===== src/rtl/fetch_sequencer.sv =====
// fetch_sequencer: PC register, instruction fetch and IF/ID latch with stall, redirect and self-loop halt
// ports: clk/rst (sync, active-high); freeze stalls; branch_taken/branch_addr redirect;
//        imem_addr/imem_data fetch from instruction memory; ifid_instr/ifid_pc/ifid_valid feed decode;
//        halted flags HALT; fetch_count counts delivered instructions
module fetch_sequencer #(
  parameter logic [31:0] RESET_PC   = 32'h0000_0000,
  parameter logic [5:0]  JMP_OPCODE = 6'b101010
) (
  input  logic        clk,
  input  logic        rst,
  input  logic        freeze,
  input  logic        branch_taken,
  input  logic [31:0] branch_addr,
  output logic [31:0] imem_addr,
  input  logic [31:0] imem_data,
  output logic [31:0] ifid_instr,
  output logic [31:0] ifid_pc,
  output logic        ifid_valid,
  output logic        halted,
  output logic [31:0] fetch_count
);
  typedef enum logic [1:0] {BOOT, RUN, HALT} state_t;
  state_t      r_state, w_state;
  logic [31:0] r_pc, w_pc, r_instr, w_instr, r_ifid_pc, w_ifid_pc, r_count, w_count, w_pc_inc;
  logic        r_valid, w_valid, w_bubble, w_redirect, w_fetch, w_halt;
  assign w_pc_inc    = r_pc + 32'd4;
  assign w_bubble    = r_state != RUN || branch_taken;
  assign w_redirect  = branch_taken && r_state != BOOT;
  assign w_fetch     = r_state == RUN && !branch_taken && !freeze;
  // a jump with offset -1 targets itself, so fetching further is pointless
  assign w_halt      = w_fetch && imem_data[31:26] == JMP_OPCODE && imem_data[15:0] == 16'hFFFF;
  assign imem_addr   = {r_pc[31:2], 2'b00};
  assign ifid_instr  = r_instr;
  assign ifid_pc     = r_ifid_pc;
  assign ifid_valid  = r_valid;
  assign halted      = r_state == HALT;
  assign fetch_count = r_count;
  always_comb begin
    w_instr   = w_bubble ? 32'd0 : w_fetch ? imem_data : r_instr;
    w_ifid_pc = w_bubble ? 32'd0 : w_fetch ? w_pc_inc : r_ifid_pc;
    w_valid   = w_bubble ? 1'b0 : w_fetch ? 1'b1 : r_valid;
    w_count   = w_fetch ? r_count + 32'd1 : r_count;
    w_pc      = w_redirect ? branch_addr & ~32'd3 : (w_fetch && !w_halt) ? w_pc_inc : r_pc;
    w_state   = r_state == BOOT ? RUN : w_halt ? HALT : w_redirect ? RUN : r_state;
  end
  always_ff @(posedge clk) begin
    if (rst) begin
      r_state   <= BOOT;
      r_pc      <= RESET_PC;
      r_instr   <= 32'd0;
      r_ifid_pc <= 32'd0;
      r_valid   <= 1'b0;
      r_count   <= 32'd0;
    end else begin
      r_state   <= w_state;
      r_pc      <= w_pc;
      r_instr   <= w_instr;
      r_ifid_pc <= w_ifid_pc;
      r_valid   <= w_valid;
      r_count   <= w_count;
    end
  end
endmodule


===== config.mk =====
export PLATFORM = sky130hd
export DESIGN_NAME = fetch_sequencer
export DESIGN_NICKNAME = d
export VERILOG_FILES = /design/src/rtl/fetch_sequencer.sv
export SDC_FILE = /design/constraint.sdc
export NUM_CORES = 1
export LEC_CHECK = 0
export CAP_MARGIN = 15
export CORE_MARGIN = 3
export CORE_UTILIZATION = 43
export CTS_BUF_LIST = sky130_fd_sc_hd__clkbuf_4 sky130_fd_sc_hd__clkbuf_8
export DETAILED_ROUTE_END_ITERATION = 12
export PLACE_DENSITY = 0.82
export SYNTH_ARGS = -nofsm -noshare
export SYNTH_HDL_FRONTEND = slang
export SYNTH_SLANG_ARGS = --single-unit

===== constraint.sdc =====
create_clock -name clk -period 2.4 [get_ports clk]
set_input_delay 0.24 -clock clk [delete_from_list [all_inputs] [get_ports clk]]
set_output_delay 0.24 -clock clk [all_outputs]
set_load 0.005 [all_outputs]

[Word-level counts from Yosys, hierarchy flattened]
Index checks and enable logic that the tools add are counted.
Word-level totals
  bits in registers: 131
  input port bits: 68
Cells by class
  add/sub/neg operators: 2
  equal/unequal tests: 5
  muxes and demuxes: 5
  reductions and logical operators: 18
Operators with widths (count)
  two-way mux 32 bit: 2
  adder 32 x 1 -> 32 bit, second input constant: 1
  adder 32 x 3 -> 32 bit, second input constant: 1
  == test 16 bit, second input constant: 1
  == test 6 bit, second input constant: 1
  logical AND 1 bit: 6
  nonzero test 2 bit: 3
  OR reduction 2 bit: 3
  two-way mux 2 bit: 2
  logical NOT 1 bit: 3
  nonzero test 3 bit: 1
  == test 2 x 1 -> 1 bit, second input constant: 1
  == test 2 bit, second input constant: 1
  logical NOT 2 bit: 1
  != test 2 x 1 -> 1 bit, second input constant: 1
  logical OR 1 bit: 1
  two-way mux 1 bit: 1

[Longest topological paths before layout]
  word-level depth: 9
  depth in mapped cells: 8

[Least setup slack after synthesis]
No wires, ideal clock.
  kind: register -> register
  from: reg r_pc[2]
  to: reg r_pc[18]
  library setup time: 91 ps
  arrival: 2295 ps
  data required time: 2309 ps
  setup slack: 14 ps
  stages on the path, launching flop included: 8
  period minus slack after synthesis: 2386 ps
  path through: dfxtp_1 > ha_1 > clkbuf_1 > inv_1 > nor4_1 > nand3_1 > or3_1 > a311oi_1
On the way
  longest elaborated chain between the ends: 3
Ends and longest elaborated chain
  start, declared: RTL line 24  | logic [31:0] r_pc, w_pc, r_instr, w_instr, r_ifid_pc, w_ifid_pc, r_count, w_count, w_pc_inc;
  start signal, assigned: RTL line 56  | r_pc <= w_pc;
  adder 32 x 3 -> 32 bit: RTL line 26  | assign w_pc_inc = r_pc + 32'd4;
  two-way mux 32 bit (2 in series): RTL line 43  | w_pc = w_redirect ? branch_addr & ~32'd3 : (w_fetch && !w_halt) ? w_pc_inc : r_pc;
No other way between the ends. The select of a mux whose other input is x is not followed.
A chain may end at the register's enable or synchronous reset.

[Final worst setup path]
  from: reg r_count[7] (netlist: fetch_count[7])
  to: reg r_count[26] (netlist: fetch_count[26])
On the way
  longest elaborated chain between the ends: 1
Ends and longest elaborated chain
  start, declared: RTL line 24
  start signal, assigned: RTL line 60  | r_count <= w_count;
  adder 32 x 1 -> 32 bit: RTL line 42  | w_count = w_fetch ? r_count + 32'd1 : r_count;
No other way between the ends.

==> summary.txt <==
Logic synthesis
  – Ys async rst share: 0
  – EDFF count, synth: 0
  – Top-area cell type share of the netlist area: 0.441
  – Cell with the most instances after synthesis: dfxtp_1
  – Yosys cell types: 50
  – Synth cell count leaders: dfxtp_1 (127), nor2_1 (85), clkbuf_1 (45), a21oi_1 (43), o221a_2 (33)
  – Main synth FF type: dfxtp_1
  – Synthesized area per cell: 8.68 sq um
  – Yosys warns: 0
  – Sequential cell area fraction in the yosys report: 0.441
  – Top cell type by total area after synthesis: dfxtp_1
  – Synth area leaders: dfxtp_1 (44%), o221a_2 (6.4%), nor2_1 (5.5%), a21oi_1 (3.7%), xnor2_1 (3.6%)
  – Mapped Area: 0.00577 sq mm
  – Post-synthesis cell count: 664
  – FF+latch count, synth: 127

Global route
  – Vias in the first global route: 5555
  – Initial antenna violation count: 0
  – First-pass GRT wire length: 28300 um
  – Largest net degree at the start of global routing: 63
  – Total global routing overflow: 0
  – GRT Resource Usage Total: 0.240

Worst setup path
  – Critical path capture point type: register
  – Slowest CP cell: or4_1
  – Register-to-Register Setup Slack: 0.18 ns
  – Crit path to: fetch_count[26]
  – Critical R2R Capture: fetch_count[26]
  – Crit Path Max Fanout: 4
  – CP dominant cell by count: or3_1
  – Reg-to-reg startpoint: fetch_count[7]
  – Worst Setup SP: fetch_count[7]
  – Depth of the most critical reg-to-reg path: 6
  – CP max stage delay: 0.55 ns
  – Worst path required time: 2.76 ns
  – Crit path depth: 6
  – Setup Crit Path Kind: reg -> reg
  – Startpoint types: register
  – Critical path, cell by cell: nand3_1 > or3_1 > or4_1 > buf_4 > or3_1 > a21oi_1
  – Arrival time at the worst endpoint: 2.58 ns
  – Worst path bufs/invs: 1
  – CP delay by family, top: simple AND/OR/NAND/NOR gates

Drt
  – Vias/cell: 5.57
  – WL/cell: 16.8 um
  – Final ANT Viol Nets: 0
  – First-pass DRT Iterations: 5
  – Drt initial violations: 634
  – Via count: 5859
  – DRC errors left: 0
  – Total routed wirelength: 17700 um

Final layout
  – Register area: 0.00254 sq mm
  – Final instance area: 0.00843 sq mm
  – Area growth syn-to-layout: 46.2%
  – Finished Layout Cells: 1052
  – Nets: 938
  – Area of the multi-input gates: 0.00292 sq mm
  – Ant diodes: 0
  – Layout cells sized above 1: 0.151
  – Fillers: 1063
  – Post-layout util: 0.655

Floorplan
  – Core area: 0.0129 sq mm
  – Die Span X: 122 um
  – Top-Level Pins: 198
  – Overall die height: 122 um
  – Initial Util: 0.448
  – Placement row count: 41
  – Die area: 0.0148 sq mm

Clock network
  – Reg clk slew, reported paths: 0.07 ns
  – CTS tree: built
  – # H-tree levels: 4
  – Num CTS Buffers: 17
  – CTS sink count: 127
  – Postcts setup bufs: 0
  – Clock Path Buffers: 2
  – Worst-Skew Late Latency: 0.44 ns
  – Clock root buffer: clkbuf_8

Timing
  – Final setup fails: 0
  – Final setup TNS: 0 ns
  – Fmax: 451 MHz
  – Unrepaired setup endpoints after global routing: no
  – Period minus WS final: 2.22 ns
  – Final Slew Violations: 0
  – Headroom to the max-slew limit: 0.551
  – Fin. Hold Viols: 0
  – Clock skew: 0.00859 ns
  – Final period util: 0.924
  – Worst-Margin Slew: 0.674 ns

Placed design
  – GPL Wtd Cong: 0.876
  – Buffers on Ports: 191
  – Placed wire-length estimate: 12600 um
  – Cell count after placement: 1021
  – Placed inst area: 0.00802 sq mm

Pwr
  – PwrDens: 559 mW/mm^2
  – Sw Share: 0.241
  – Tot Pwr: 4.71 mW
  – Cell-internal power: 3.58 mW
  – Sw Pwr: 1.14 mW
  – Sequential power share: 0.476
  – Clock power frac: 0.401
  – Leakage dissipation: 3.08 nW
  – VDD IR-drop max: 478 uV
  – Comb pwr share: 0.123

Hold path
  – Worst Hold Class: in -> reg

Run status
  – Status: complete, no violations

Flow run
  – Total of max-cap violations: 0
-- state kept, by name (all words and copies together), names as in the netlist --
name         count
r_pc            30
ifid_instr      32
ifid_valid       1
fetch_count     32
r_state          2
ifid_pc         30
-- placed cells by master, fill, tap and decap left out, types with 12 or more instances in the layout --
cell	instances
clkdlybuf4s50_1	189
o221a_2	33
a221oi_1	17
a21oi_1	43
nand3_1	18
nor4_1	25
dfxtp_1	127
buf_4	43
inv_1	32
xnor2_1	24
o21ai_0	12
nand4_1	26
nor2_1	85
nor2b_1	12
clkbuf_8	22
nand2_1	25
nor3_1	24
-- cell families (layout without fill, tap and decap cells) --
family / after synthesis / count (layout) / share of synthesized area
buf+inv: 84 / 297 / 0.0577
simple gates: 273 / 273 / 0.250
fa+ha+maj: 2 / 2 / 0.00434
compound gates: 143 / 143 / 0.194
mux: 1 / 1 / 0.00174
flops: 127 / 127 / 0.441
other cells: 1 / 4 / 0.000650
xor+xnor: 33 / 33 / 0.0501
-- worst register-to-register path: cells and delay by family, from the launching register on --
kind	cells	cell delay, ns
flops	1	0.39
simple gates	4	1.43
compound gates	1	0.15
buf+inv	1	0.17
-- per-stage QoR --
step	hold WS, ns	worst slack (ns)
2_1_floorplan	0.376	0.0138
3_3_place_gp	0.439	0.00736
3_5_place_dp	0.443	-0.0403
4_1_cts	0.203	0.198
5_1_grt	0.205	0.0272
6_report	0.226	0.183
-- worst min path at each step --
stage,start,to,depth (start not counted)
2_1_floorplan,imem_data[31],ifid_instr[31],2
3_3_place_gp,ifid_valid,ifid_valid,2
3_5_place_dp,ifid_valid,ifid_valid,2
4_1_cts,rst,fetch_count[1],3
5_1_grt,rst,fetch_count[1],3
6_report,rst,fetch_count[1],3
-- power groups by stage --
stage          combinational, mW  clock (mW)  sequential (mW)
4_1_cts                    0.579        1.92             2.24
2_1_floorplan              0.235           0             2.28
5_1_grt                    0.632        2.01             2.25
3_3_place_gp               0.568           0             2.29
3_5_place_dp               0.574           0             2.29
6_report                   0.581        1.89             2.24
-- cell type report --
cell class / instances / share of cell area
multi-input cells: 456 / 0.347
inverters: 32 / 0.0142
well taps: 172 / 0.0255
clock inverters: 6 / 0.00950
repair buffers: 234 / 0.264
clock buffers: 25 / 0.0386
flip-flops and latches: 127 / 0.302
-- metal layers --
layer	up-vias	global-route usage	routed length, um
met5	-	0	0
met4	0	0.0728	246
met3	22	0.0645	1240
met2	225	0.383	8300
met1	2771	0.320	7910
li1	2841	-	-
-- repair_timing --
action,in CTS,in global routing
resized for setup,0,2
endpoints found under the setup margin,0,1
hold buffers,0,0
No activity file was read; power rests on OpenSTA's default activity.
